### src/rtl/xheep_exit_status_monitor.sv
// rtl/xheep_exit_status_monitor.sv - exit handshake monitor: PASS/FAIL/TIMEOUT flags and status LED
module xheep_exit_status_monitor #(
  parameter int unsigned SYNC_STAGES    = 2,
  parameter int unsigned SLOW_DIV_LOG2  = 24,
  parameter int unsigned FAST_DIV_LOG2  = 21,
  parameter int unsigned TIMEOUT_CYCLES = 0
) (
  input  logic        clk_gen,
  input  logic        rst_n,
  input  logic        exit_valid_i,
  input  logic [31:0] exit_value_i,
  input  logic        clear_i,
  output logic        status_led_o,
  output logic        pass_o,
  output logic        fail_o,
  output logic        timeout_o,
  output logic [31:0] exit_code_o
);

  typedef enum logic [1:0] {
    ST_RUN,
    ST_PASS,
    ST_FAIL,
    ST_TIMEOUT
  } state_e;

  localparam bit          WD_EN   = (TIMEOUT_CYCLES != 0);
  localparam logic [31:0] WD_LAST = 32'(TIMEOUT_CYCLES) - 32'd1;

  state_e                   state_q, state_d;
  logic [SYNC_STAGES-1:0]   sync_q, sync_d;
  logic                     valid_prev_q, valid_prev_d;
  logic                     pass_q, pass_d;
  logic                     fail_q, fail_d;
  logic                     timeout_q, timeout_d;
  logic [31:0]              code_q, code_d;
  logic [31:0]              wd_q, wd_d;
  logic [SLOW_DIV_LOG2-1:0] blink_q, blink_d;
  logic                     led_q, led_d;
  logic                     rise;

  // Edge detector history is deliberately untouched by clear_i so a held exit_valid_i cannot retrigger.
  assign rise = sync_q[SYNC_STAGES-1] & ~valid_prev_q;

  always_comb begin
    sync_d       = {sync_q[SYNC_STAGES-2:0], exit_valid_i};
    valid_prev_d = sync_q[SYNC_STAGES-1];
    state_d      = state_q;
    pass_d       = pass_q;
    fail_d       = fail_q;
    timeout_d    = timeout_q;
    code_d       = code_q;
    wd_d         = wd_q;
    blink_d      = blink_q + SLOW_DIV_LOG2'(1);

    case (state_q)
      ST_RUN: begin
        if (wd_q != '1) wd_d = wd_q + 32'd1;
        if (rise) begin
          code_d = exit_value_i;
          if (exit_value_i == 32'd0) begin
            state_d = ST_PASS;
            pass_d  = 1'b1;
          end else begin
            state_d = ST_FAIL;
            fail_d  = 1'b1;
          end
        end else if (WD_EN && wd_q == WD_LAST) begin
          state_d   = ST_TIMEOUT;
          timeout_d = 1'b1;
        end
      end
      ST_TIMEOUT: begin
        if (rise) begin
          code_d = exit_value_i;
          if (exit_value_i == 32'd0) begin
            state_d = ST_PASS;
            pass_d  = 1'b1;
          end else begin
            state_d = ST_FAIL;
            fail_d  = 1'b1;
          end
        end
      end
      default: ;
    endcase

    if (clear_i) begin
      state_d   = ST_RUN;
      pass_d    = 1'b0;
      fail_d    = 1'b0;
      timeout_d = 1'b0;
      code_d    = 32'd0;
      wd_d      = 32'd0;
    end

    // Restarting the blink phase on every transition makes the first phase of each pattern LED-off.
    if (clear_i || state_d != state_q) blink_d = '0;

    case (state_q)
      ST_RUN:     led_d = blink_q[SLOW_DIV_LOG2-1];
      ST_PASS:    led_d = 1'b1;
      ST_FAIL:    led_d = blink_q[FAST_DIV_LOG2-1];
      ST_TIMEOUT: led_d = blink_q[FAST_DIV_LOG2-1] & blink_q[SLOW_DIV_LOG2-1];
      default:    led_d = 1'b0;
    endcase
  end

  always_ff @(posedge clk_gen or negedge rst_n) begin
    if (!rst_n) begin
      state_q      <= ST_RUN;
      sync_q       <= '0;
      valid_prev_q <= 1'b0;
      pass_q       <= 1'b0;
      fail_q       <= 1'b0;
      timeout_q    <= 1'b0;
      code_q       <= 32'd0;
      wd_q         <= 32'd0;
      blink_q      <= '0;
      led_q        <= 1'b0;
    end else begin
      state_q      <= state_d;
      sync_q       <= sync_d;
      valid_prev_q <= valid_prev_d;
      pass_q       <= pass_d;
      fail_q       <= fail_d;
      timeout_q    <= timeout_d;
      code_q       <= code_d;
      wd_q         <= wd_d;
      blink_q      <= blink_d;
      led_q        <= led_d;
    end
  end

  assign status_led_o = led_q;
  assign pass_o       = pass_q;
  assign fail_o       = fail_q;
  assign timeout_o    = timeout_q;
  assign exit_code_o  = code_q;

endmodule

### config.mk
export PLATFORM = sky130hd
export DESIGN_NAME = xheep_exit_status_monitor
export DESIGN_NICKNAME = d
export VERILOG_FILES = /design/src/rtl/xheep_exit_status_monitor.sv
export SDC_FILE = /design/constraint.sdc
export NUM_CORES = 1
export LEC_CHECK = 0
export ABC_AREA = 1
export CORE_MARGIN = 5
export CORE_UTILIZATION = 45
export CTS_BUF_LIST = sky130_fd_sc_hd__clkbuf_2 sky130_fd_sc_hd__clkbuf_4 sky130_fd_sc_hd__clkbuf_8
export CTS_CLUSTER_DIAMETER = 40
export DETAILED_ROUTE_END_ITERATION = 10
export PLACE_DENSITY_LB_ADDON = 0.25
export SLEW_MARGIN = 20
export SYNTH_ARGS = -nofsm -noshare
export SYNTH_HDL_FRONTEND = slang
export SYNTH_SLANG_ARGS = --single-unit
### constraint.sdc
create_clock -name clk_gen -period 2.6 [get_ports clk_gen]
set_input_delay 0.39 -clock clk_gen [delete_from_list [all_inputs] [get_ports clk_gen]]
set_output_delay 0.39 -clock clk_gen [all_outputs]
set_load 0.005 [all_outputs]
* Word level (Yosys, flattened, before mapping)
Index checks and enable logic that the tools add are counted.
** Storage, ports and cells
- Output and inout port bits :: 36
- Register bits :: 64
- Word-level logic and storage cells :: 44
** Operators by class
- Equality and inequality tests :: 5
- Muxes and demuxes :: 17
- Reductions and logical operators :: 10
- Add/sub/neg operators :: 1
- Bitwise operators :: 3
** Operators with widths (number)
- $mux W32 :: 3
- $logic_not A32 Y1 :: 1
- $add A24 B1 Y24 const B :: 1
- $mux W24 :: 1
- $mux W1 :: 8
- $mux W2 :: 4
- $reduce_and A3 Y1 :: 2
- $reduce_bool A2 Y1 :: 3
- $eq A2 B2 Y1 const B :: 2
- $pmux W1 S4 :: 1
- $and A1 B1 Y1 :: 2
- $eq A2 B1 Y1 const B :: 1
- $logic_not A2 Y1 :: 1
- $ne A2 B2 Y1 :: 1
- $ne A2 B2 Y1 const B :: 1
- $reduce_and A2 Y1 :: 1
- $reduce_or A2 Y1 :: 1
- $logic_or A1 B1 Y1 :: 1
- $not A1 Y1 :: 1

* Longest topological paths before layout
- Depth after elaboration :: 8
- Gate-level depth with buffers :: 11

* Least setup slack after synthesis
Ideal clock, no wire load.
- Path type :: register to register
- From :: reg state_q[0]
- To :: reg blink_q[10]
- Period minus slack after synthesis :: 1.792 ns
- Library setup time :: 0.126 ns
- Arrival time :: 1.665 ns
- Stages on the path, launching flop included :: 10
- Path slack :: 0.808 ns
- Cell sequence :: dfrtp_1 inv_1 ha_1 nor2_1 nand2_1 a21oi_1 nand3_1 nand2_4 buf_6 nor3_2
** Between the ends
- Word-level cells in the longest chain between the ends :: 7
- Elaborated cells on any way between the ends :: 9
- Those cells by class :: eq/ne: 2; mux: 4; reduce/logical: 3
** Ends and longest elaborated chain
- start, declared :: RTL line 30 : state_e state_q, state_d;
- start signal, assigned :: RTL line 122 : state_q <= state_d;
- $eq A2 B2 Y1 or $logic_not A2 Y1 (tied branches) :: RTL line 56 : case (state_q)
- $reduce_or A2 Y1 (no line)
- $mux W2
- $mux W2 :: RTL line 88 : if (clear_i) begin
- $ne A2 B2 Y1 * :: RTL line 98 : if (clear_i || state_d != state_q) blink_d = '0;
- $logic_or A1 B1 Y1 * :: RTL line 98
- $mux W24 * :: RTL line 98
- net blink_d[10] :: RTL line 38 : logic [SLOW_DIV_LOG2-1:0] blink_q, blink_d;
- end signal, assigned :: RTL line 130 : blink_q <= blink_d;
- end, declared :: RTL line 38
The timed path passes the listed nets; every way through them passes the cells marked *.
A chain may end at the register's enable or synchronous reset.

* Final worst setup path
- From :: reg state_q[1]
- To :: reg blink_q[2]
The elaborated chain is that of the path after synthesis.

==> impl_metrics.ini <==
[timing]
period_needed_ps = 2261
setup_viol = 0
slew_viol_final = 0
min_period_over_period_pct = 86.96
setup_tns_ps = 0
max_freq_ghz = 0.4423
finalHoldViolCount = 0
fin_ws_ps = 339.0
grt_setup_unrepaired = no
fin_worst_skew_ps = 9.009

[placed_design]
placed_area_um2 = 4051
place.gp.congestion = 0.8990
dpl.hpwl_um = 5531
place_ws_ps = 346.2
io_buffers = 70

[critical_path]
start_kind = flop
worstPathMaxFanout = 24
crit_type = flop to flop
cp.required_ps = 2810
cp.arrival_ps = 2470
crit_path_end_kind = flop

[clocking]
cts_num_sinks = 64
path_clk_slew_ps = 70
tritoncts = built
ctsHoldBuffers = 0
clk_path_buf_depth = 2
htree_levels = 3
cts-root-buf = clkbuf_8
numCtsBuffers = 9
post-cts-setup-buffer-count = 0
cts_resized = 0
clkLatencyLatePin_ps = 340

[synthesis]
synth-edff-count = 0
synth_cell_type_count = 31
synthTopCellsByArea = dfrtp_1 49%, nand2_1 11%, nand3_1 6.6%
yosysWarnings = 0
yosysTopAreaCellShare_pct = 49.34
ys_seq_area_share_pct = 49.34
synth-main-ff-cell = dfrtp_1
ys_async_sr_fraction_pct = 100.0
ys_ff_latch = 64
netlist_area_um2 = 3246
syn_nets = 421
synth_cells = 381
yosysMostFrequentCell = nand2_1
syn_avg_cell_area_um2 = 8.519
synth_commonest_cells = 94 x nand2_1, 64 x dfrtp_1, 43 x nand3_1, 43 x nor2_1, 21 x nor3_2
yosys.area.top_type = dfrtp_1

[hold_path]
holdCritPathClass = input pin to asynchronous set/reset pin

[global_routing]
grt_pass1_vias = 2757
overflow = 0
grt_usage_pct = 18.98
antenna_found_initial = 0
grt_max_degree = 65
grt_first_pass_wirelength_um = 13300

[floorplan]
initial_core_util_pct = 45.48
die_h_um = 94.93
coreArea_um2 = 7137
die_w_um = 94.93
rows = 31
die-area_um2 = 9011
ios = 72

[power]
p_leak_uw = 0.001769
cellPowerDensity_nw_per_um2 = 508.8
max-vdd-ir-drop_mv = 0.2854
total_power_uw = 2154

[drt]
first_pass_iters = 4
drtIter0Drc = 165
vias_per_cell = 4.996
drc_errors = 0
wirelength_um = 7746
drt.antenna.violating_nets = 0
post_drt_wl_per_cell_um = 13.96
via_count = 2773

[layout]
syn2layout_area_growth_pct = 30.42
drive_above_1_share_pct = 12.94
fin_area_um2 = 4233
finalNetCount = 492
num_antenna_cells = 0
final_util_pct = 59.31

[run_status]
status = finished clean

[run]
maxCapViolCount = 0
## state kept, by name, summed over array words and instances, names as in the netlist
signal / flops
exit_code_o: 32
blink_q: 24
pass_o: 1
sync_q: 2
valid_prev_q: 1
fail_o: 1
status_led_o: 1
state_q: 2
## layer usage
metal	GRT usage, %	wire, um
met1	25.13	3574
met3	6.693	533
met2	27.95	3455
met5	0	0
met4	8.413	183
## worst max-delay path, cell delays in order, from the launching register on
cell and delay, ps:
dfrtp_1 430, inv_1 150, ha_1 250, nor2_1 100, nand2_1 220, inv_2 310
o21ai_2 120, nand2_2 90, nand2_2 60, nand2_4 300, nor3_1 80
## power breakdown
part / internal (uW) / leakage (uW) / total, uW / switching, uW
registers: 1030 / 0.000874 / 1060 / 24.7
logic: 143 / 0.000798 / 305 / 163
clock network: 437 / 0.0000975 / 790 / 353
## path summary, 6_finish.rpt
path	startpoint	cells after the start	end	slack, ps
setup / recovery	state_q[1]	10	blink_q[2]	340
hold / removal	rst_n	2	blink_q[20]	50
setup reg to reg	state_q[1]	10	blink_q[2]	340
hold reg to reg	sync_q[0]	0	sync_q[1]	340
max in group asynchronous	rst_n	2	exit_code_o[1]	2250
min in group clk_gen	sync_q[0]	0	sync_q[1]	340
## cell type report
class | instances | area (um2)
clock buffer | 15 | 181.4
tap | 99 | 123.9
inverter | 22 | 82.58
timing repair buffer | 76 | 765.7
fill | 633 | 2904
multi-input combinational | 279 | 1478
sequential | 64 | 1602
## cell usage in the layout (no fill, tap or decap), drive strengths merged
master	instances
clkbuf	15
a21oi	18
a211oi	1
dfrtp	64
o21bai	1
a22oi	1
o21ai	4
buf	7
nand2	99
nand3	45
xor2	12
conb	1
nand4	9
nor2	48
inv	21
clkinv	1
and2	1
clkdlybuf4s50	69
nor3	30
a21o	1
xnor2	4
ha	4
## per-stage QoR
stage / cells / hold WS (ps)
floorplan: 381 / 94.41
global placement: 540 / 333.9
detailed placement: 540 / 337.1
CTS: 555 / 68.61
global route: 555 / 75.97
finish: 555 / 45.52
## cell families (layout without fill, tap and decap cells)
| logic type | count (synthesis) | after routing | synth area share (%) |
|---|---|---|---|
| and+or+nand+nor | 232 | 232 | 35.12 |
| adders and majority gates | 4 | 4 | 1.542 |
| other | 1 | 1 | 0.1155 |
| xor gates and xnor gates | 16 | 16 | 4.318 |
| AOI/OAI and AO/OA | 26 | 26 | 4.434 |
| buffers and inverters | 38 | 113 | 5.127 |
| DFF | 64 | 64 | 49.34 |
(Power assumes the default switching activity.)
